**config.mk**
```make
export PLATFORM = sky130hd
export DESIGN_NAME = speaker_serializer_flat
export DESIGN_NICKNAME = d
export VERILOG_FILES = /design/src/rtl/speaker_serializer_if.sv /design/src/rtl/speaker_serializer.sv /design/src/flat_wrapper.sv
export SDC_FILE = /design/constraint.sdc
export NUM_CORES = 1
export LEC_CHECK = 0
export CORE_MARGIN = 2
export CORE_UTILIZATION = 25
export DETAILED_ROUTE_END_ITERATION = 8
export MAX_ROUTING_LAYER = met4
export PLACE_DENSITY = 0.56
export SYNTH_ARGS = -nofsm -noshare
export SYNTH_HDL_FRONTEND = slang
export SYNTH_SLANG_ARGS = --single-unit
```
**constraint.sdc**
```tcl
create_clock -name clk -period 2.6 [get_ports clk]
set_clock_uncertainty 0.1 [all_clocks]
set_input_delay 0.52 -clock clk [delete_from_list [all_inputs] [get_ports clk]]
set_output_delay 0.52 -clock clk [all_outputs]
set_load 0.05 [all_outputs]
```
**src/rtl/speaker_serializer_if.sv**
```systemverilog
// Sample-side bus between the tone/buzzer generator and the stereo DAC
// serializer: the parallel sample pair, the mute request and the per-frame
// sample request strobe that lets upstream align its sample updates.
interface speaker_serializer_if #(
  parameter int SAMPLE_W = 16
);
  logic signed [SAMPLE_W-1:0] audio_left;
  logic signed [SAMPLE_W-1:0] audio_right;
  logic                       mute;
  logic                       sample_req;

  modport master (
    output audio_left,
    output audio_right,
    output mute,
    input  sample_req
  );

  modport slave (
    input  audio_left,
    input  audio_right,
    input  mute,
    output sample_req
  );
endinterface

```
**src/rtl/speaker_serializer.sv**
```systemverilog
// Stereo DAC serializer for the audio PMOD (MCLK/LRCK/SCK/SDIN).
// One free-running 9-bit frame counter (512 clk per frame) produces every DAC
// clock; both channel words are captured together at the frame wrap and
// shifted out MSB first, 16 bits per channel half, one bit per SCK period.
// Optional build macro SPEAKER_SERIALIZER_I2S_DELAY_EN: when defined, sdin is
// delayed by one SCK period (I2S framing); when undefined the output is
// left-justified with the MSB in slot 0 of each half.
module speaker_serializer #(
  parameter int SAMPLE_W = 16,
  parameter int MCLK_BIT = 1
) (
  input  logic                clk,
  input  logic                rst,
  speaker_serializer_if.slave aud,
  output logic                mclk,
  output logic                lrck,
  output logic                sck,
  output logic                sdin
);

  localparam logic [8:0] CNT_LAST  = 9'd511;
  localparam logic [8:0] HALF_LAST = 9'd255;

  logic        [8:0]          cnt;
  logic signed [SAMPLE_W-1:0] shreg;
  logic signed [SAMPLE_W-1:0] right_hold;
  logic                       bit_edge;
  logic                       cap_edge;
  logic                       load_edge;

  // Mute replaces the captured word by silence; samples otherwise pass bit-exact.
  function automatic logic signed [SAMPLE_W-1:0] gate_sample(
    input logic signed [SAMPLE_W-1:0] sample,
    input logic                       muted
  );
    return muted ? '0 : sample;
  endfunction

  // Edge events decoded from the current count: each fires on the clk edge
  // that leaves the decoded value behind.
  always_comb begin
    bit_edge  = (cnt[3:0] == 4'hF);
    cap_edge  = (cnt == CNT_LAST);
    load_edge = (cnt == HALF_LAST);
  end

  // Free-running frame counter, wraps 511 -> 0 with no stall.
  always_ff @(posedge clk or posedge rst) begin
    if (rst) cnt <= '0;
    else     cnt <= cnt + 9'd1;
  end

  // Right word is captured alongside the left one so the pair stays coherent.
  always_ff @(posedge clk or posedge rst) begin
    if (rst)           right_hold <= '0;
    else if (cap_edge) right_hold <= gate_sample(aud.audio_right, aud.mute);
  end

  // Shift register: left load at frame wrap, right load at mid frame,
  // otherwise one left shift per SCK falling edge.
  always_ff @(posedge clk or posedge rst) begin
    if (rst)            shreg <= '0;
    else if (cap_edge)  shreg <= gate_sample(aud.audio_left, aud.mute);
    else if (load_edge) shreg <= right_hold;
    else if (bit_edge)  shreg <= {shreg[SAMPLE_W-2:0], 1'b0};
  end

  assign mclk           = cnt[MCLK_BIT];
  assign sck            = cnt[3];
  assign lrck           = cnt[8];
  assign aud.sample_req = cap_edge;

`ifdef SPEAKER_SERIALIZER_I2S_DELAY_EN
  logic sdin_q;

  // One-SCK delay: takes the MSB as it was before this edge's load/shift, so
  // slot 0 of a half still carries bit 0 of the preceding channel word.
  always_ff @(posedge clk or posedge rst) begin
    if (rst)           sdin_q <= 1'b0;
    else if (bit_edge) sdin_q <= shreg[SAMPLE_W-1];
  end

  assign sdin = sdin_q;
`else
  assign sdin = shreg[SAMPLE_W-1];
`endif

endmodule

```
**src/flat_wrapper.sv**
```systemverilog
// flat-port wrapper written by rule: the top's interface ports become plain ports
module speaker_serializer_flat 
#(
  parameter int SAMPLE_W = 16,
  parameter int MCLK_BIT = 1
)
  (clk, rst, mclk, lrck, sck, sdin, aud_audio_left, aud_audio_right, aud_mute, aud_sample_req);
  speaker_serializer_if #(.SAMPLE_W(SAMPLE_W)) aud_i ();
  input  logic clk;
  input  logic rst;
  output logic mclk;
  output logic lrck;
  output logic sck;
  output logic sdin;
  input wire logic [$bits(aud_i.audio_left)-1:0] aud_audio_left;
  input wire logic [$bits(aud_i.audio_right)-1:0] aud_audio_right;
  input wire logic [$bits(aud_i.mute)-1:0] aud_mute;
  output wire logic [$bits(aud_i.sample_req)-1:0] aud_sample_req;
  assign aud_i.audio_left = aud_audio_left;
  assign aud_i.audio_right = aud_audio_right;
  assign aud_i.mute = aud_mute;
  assign aud_sample_req = aud_i.sample_req;
  speaker_serializer #(.SAMPLE_W(SAMPLE_W), .MCLK_BIT(MCLK_BIT)) u_core (.clk(clk), .rst(rst), .aud(aud_i), .mclk(mclk), .lrck(lrck), .sck(sck), .sdin(sdin));
endmodule
```
==> out/qor.csv <==
stage,metric,value,unit
run_status,outcome,"complete, no violations",
final_layout,P&R area growth vs syn,37.0,%
logic_synthesis,synthesized netlist cell count,153,
setup_path,crit path to,aud_sample_req,
setup_path,Crit-path slowest cell,dfrtp_1,
placement,Place WS,0.206,ns
setup_path,Crit path depth,5,
global_route,vias in the first global route,1286,
timing,Setup TNS,0,ns
final_layout,Seq. cell area,1030,µm²
route,DRC,0,
logic_synthesis,mean post-synth cell area,12.0,µm²
logic_synthesis,area of the mapped netlist,1840,µm²
logic_synthesis,Seq cells post-synth,41,
timing,Hold Fails Final Rpt,0,
final_layout,filler cell count,722,
placement,Port Buffers,39,
logic_synthesis,xor-xnor portion of the synthesized cell area,2.86,%
logic_synthesis,Post-synth EDFFs,0,
clock_tree,CTS tree,built,
final_layout,ratio of cells with drive above 1 in the final layout,14.4,%
route,DR iter-0 viols,100,
route,Via density,4.41,
die,IO Pins,40,
setup_path,worst-path cell chain,"ha_1, nand3_2, nor3_4, ha_4, buf_12",
setup_path,CP Launch Type,flop,
timing,final worst slack,0.207,ns
timing,RSZ-0062 raised after global routing,no,
timing,Slew headroom,61.9,%
logic_synthesis,ys flop type,dfrtp_1,
final_layout,Inserted Diodes,0,
placement,hpwl dp,3030,µm
setup_path,worst endpoint required time,1.98,ns
worst_hold_path,Hold Crit Class,reg2reg,
pwr,Pwr Density,462,nW/µm²
global_route,first-pass GRT wire length,6830,µm
logic_synthesis,post-synthesis mux area share,0,%
final_layout,area of the multi-input gates,713,µm²
setup_path,critical path's largest stage delay,0.39,ns
final_layout,fin nets,239,
die,# rows,31,
logic_synthesis,Synth Area in Compound Gates,23.3,%
pwr,P_leak,1.24,nW
setup_path,"critical path fanouts, max",7,
logic_synthesis,simple-gate portion of the synthesized area,9.26,%
placement,gp weighted congestion,0.701,
timing,min cycle time layout,2.39,ns
global_route,total track usage,11.1,%
timing,Peak Freq,418,MHz
global_route,pin count of the biggest net entering global routing,42,
logic_synthesis,ys async rst share,100,%
die,Die Y,89.7,µm
route,WL final,4150,µm
setup_path,Worst path top cell family by delay,adder cells,
die,Initial Util,25.6,%
logic_synthesis,Yosys warnings,0,
setup_path,WP buf/inv,1,
clock_tree,clk_lat worst skew,0.29,ns
final_layout,Post-Layout Cell Count,301,
setup_path,reg2reg end,u_core.shreg[2],
die,die area,8050,µm²
die,Core ar.,7180,µm²
setup_path,Worst R2R Path Depth,9,
clock_tree,clk slew on worst S/H paths,0.07,ns
logic_synthesis,Syn Nets,191,
logic_synthesis,post-synthesis cell type count,25,
route,vias after detailed routing,1328,
clock_tree,Num CTS Buffers,5,
clock_tree,Clk Tree Root Cell,clkbuf_8,
placement,dpl cells,289,
job,Max-cap violations,0,
logic_synthesis,largest family of logic cells by synthesized area,compound AO/OA/AOI/OAI gates,
pwr,Max IR drop VDD,0.148,mV
timing,final setup vio count,0,
setup_path,R2R Path Start,u_core.cnt[0],
route,"antenna viol nets, final",0,
route,drt first pass iters,4,
logic_synthesis,register area share after synthesis,55.8,%
setup_path,WP data arrival,1.77,ns
timing,max-slew violations,0,
clock_tree,Clock H-tree levels,2,
timing,Final Cycle Share,92.0,%
timing,Least-Margin Pin Slew,0.570,ns
setup_path,CP Class,reg2out,
global_route,GRT overflow,0,
setup_path,CP Capture Type,output port,
clock_tree,Clock Tree Buf Depth,2,
route,drt wl/cell,13.8,µm
die,Die Wd,89.7,µm
setup_path,R2R setup slack,0.26,ns
clock_tree,Clock Sinks,41,
global_route,initial antenna violation count,0,
logic_synthesis,Post-Synth Adder-Cell Area,2.04,%
setup_path,Worst Setup SP,u_core.cnt[0],
==> per-layer routing <==
metal  vias up  share of wire (%)  global-route usage, %
met2        20                 46                   15.5
met3         6                2.7                   2.35
li1        649                  -                      -
met1       653                 49                   15.6
met4         0                2.3                   5.00
met5         -                  0                      -
==> flip-flops by register name, summed over array words and instances, names as in the netlist <==
signal / count
u_core.shreg: 16
u_core.cnt: 9
u_core.right_hold: 16
==> cell usage after synthesis (5+ instances only) <==
master | count | share of area (%)
nand2_1 | 11 | 2.2
o21ai_0 | 8 | 2.2
dfrtp_1 | 41 | 56
a21o_1 | 8 | 3.3
inv_1 | 15 | 3.1
nor2b_1 | 9 | 3.1
a22o_1 | 14 | 6.7
a221o_1 | 15 | 8.2
buf_2 | 5 | 1.4
==> placed cells by master (no fill, tap or decap), types with 2 or more instances in the layout <==
cell             netlist  layout
nand3_1                2       2
nor2_1                 3       3
clkbuf_8               0       7
dfrtp_1               41      40
clkdlybuf4s50_1        0      38
o21ai_0                8       8
buf_4                  1      10
inv_1                 15      15
ha_1                   3       2
a22o_1                14      14
a21o_1                 8       8
xnor2_1                3       3
nor2b_1                9       9
nor3_4                 1       2
xor2_1                 3       3
a221o_1               15      15
nand2_1               11      11
buf_12                 0       2
==> through the flow <==
stage | instance area [µm²] | total power, mW | util (%) | hold WS, ns
6_report | 2520 | 1.16 | 35.1 | 0.370
5_1_grt | 2520 | 1.22 | 35.1 | 0.386
4_1_cts | 2490 | 1.18 | 34.7 | 0.377
3_5_place_dp | 2380 | 0.722 | 33.2 | 0.360
3_3_place_gp | 2380 | 0.722 | 33.2 | 0.356
2_1_floorplan | 1860 | 0.660 | - | 0.341
==> worst min-delay path by stage <==
stage / startpoint / end / cells past startpoint
finish: u_core.cnt[0] / u_core.cnt[0] / 1
global route: u_core.cnt[6] / u_core.cnt[6] / 1
CTS: u_core.cnt[6] / u_core.cnt[6] / 1
detailed placement: u_core.cnt[6] / u_core.cnt[6] / 1
global placement: u_core.cnt[0] / u_core.cnt[0] / 1
floorplan: u_core.cnt[0] / u_core.cnt[0] / 1
==> layout make-up <==
| type | instances | area share (%) |
|---|---|---|
| Sequential cell | 41 | 40.8 |
| Multi-Input combinational cell | 88 | 28.3 |
| Timing Repair Buffer | 50 | 19.7 |
| Tap cell | 99 | 4.92 |
| Clock buffer | 7 | 3.83 |
| Inverter | 15 | 2.24 |
| Clock inverter | 1 | 0.199 |
==> worst register-to-register path: stages (launching register included) <==
cell	delay, ns
dfrtp_1	0.39
ha_1	0.27
nand3_2	0.19
nor3_4	0.26
ha_4	0.22
buf_4	0.17
nor2b_1	0.05
buf_4	0.15
a22o_1	0.17
a221o_1	0.25
==> power breakdown <==
part	internal, mW	total, mW	switching, mW	leakage (nW)
logic	0.0462	0.0699	0.0237	0.669
registers	0.637	0.637	0	0.515
clock network	0.240	0.456	0.216	0.0542
total	0.923	1.16	0.240	1.24
==> logic make-up (layout without fill, tap and decap cells) <==
logic type,count (synthesis),count (layout)
simple gates,30,30
buf+inv,24,73
flops,41,41
compound gates,49,49
xor+xnor,6,6
fa+ha+maj,3,3
==> what timing repair did <==
| item | CTS | global route |
|---|---|---|
| hold buffers | 0 | 0 |
| setup buffers | 1 | 3 |
| setup endpoints to repair | 1 | 1 |
| gates resized for setup | 0 | 1 |
| pin swaps | 1 | 1 |
Power figures use the tool's default switching activity.
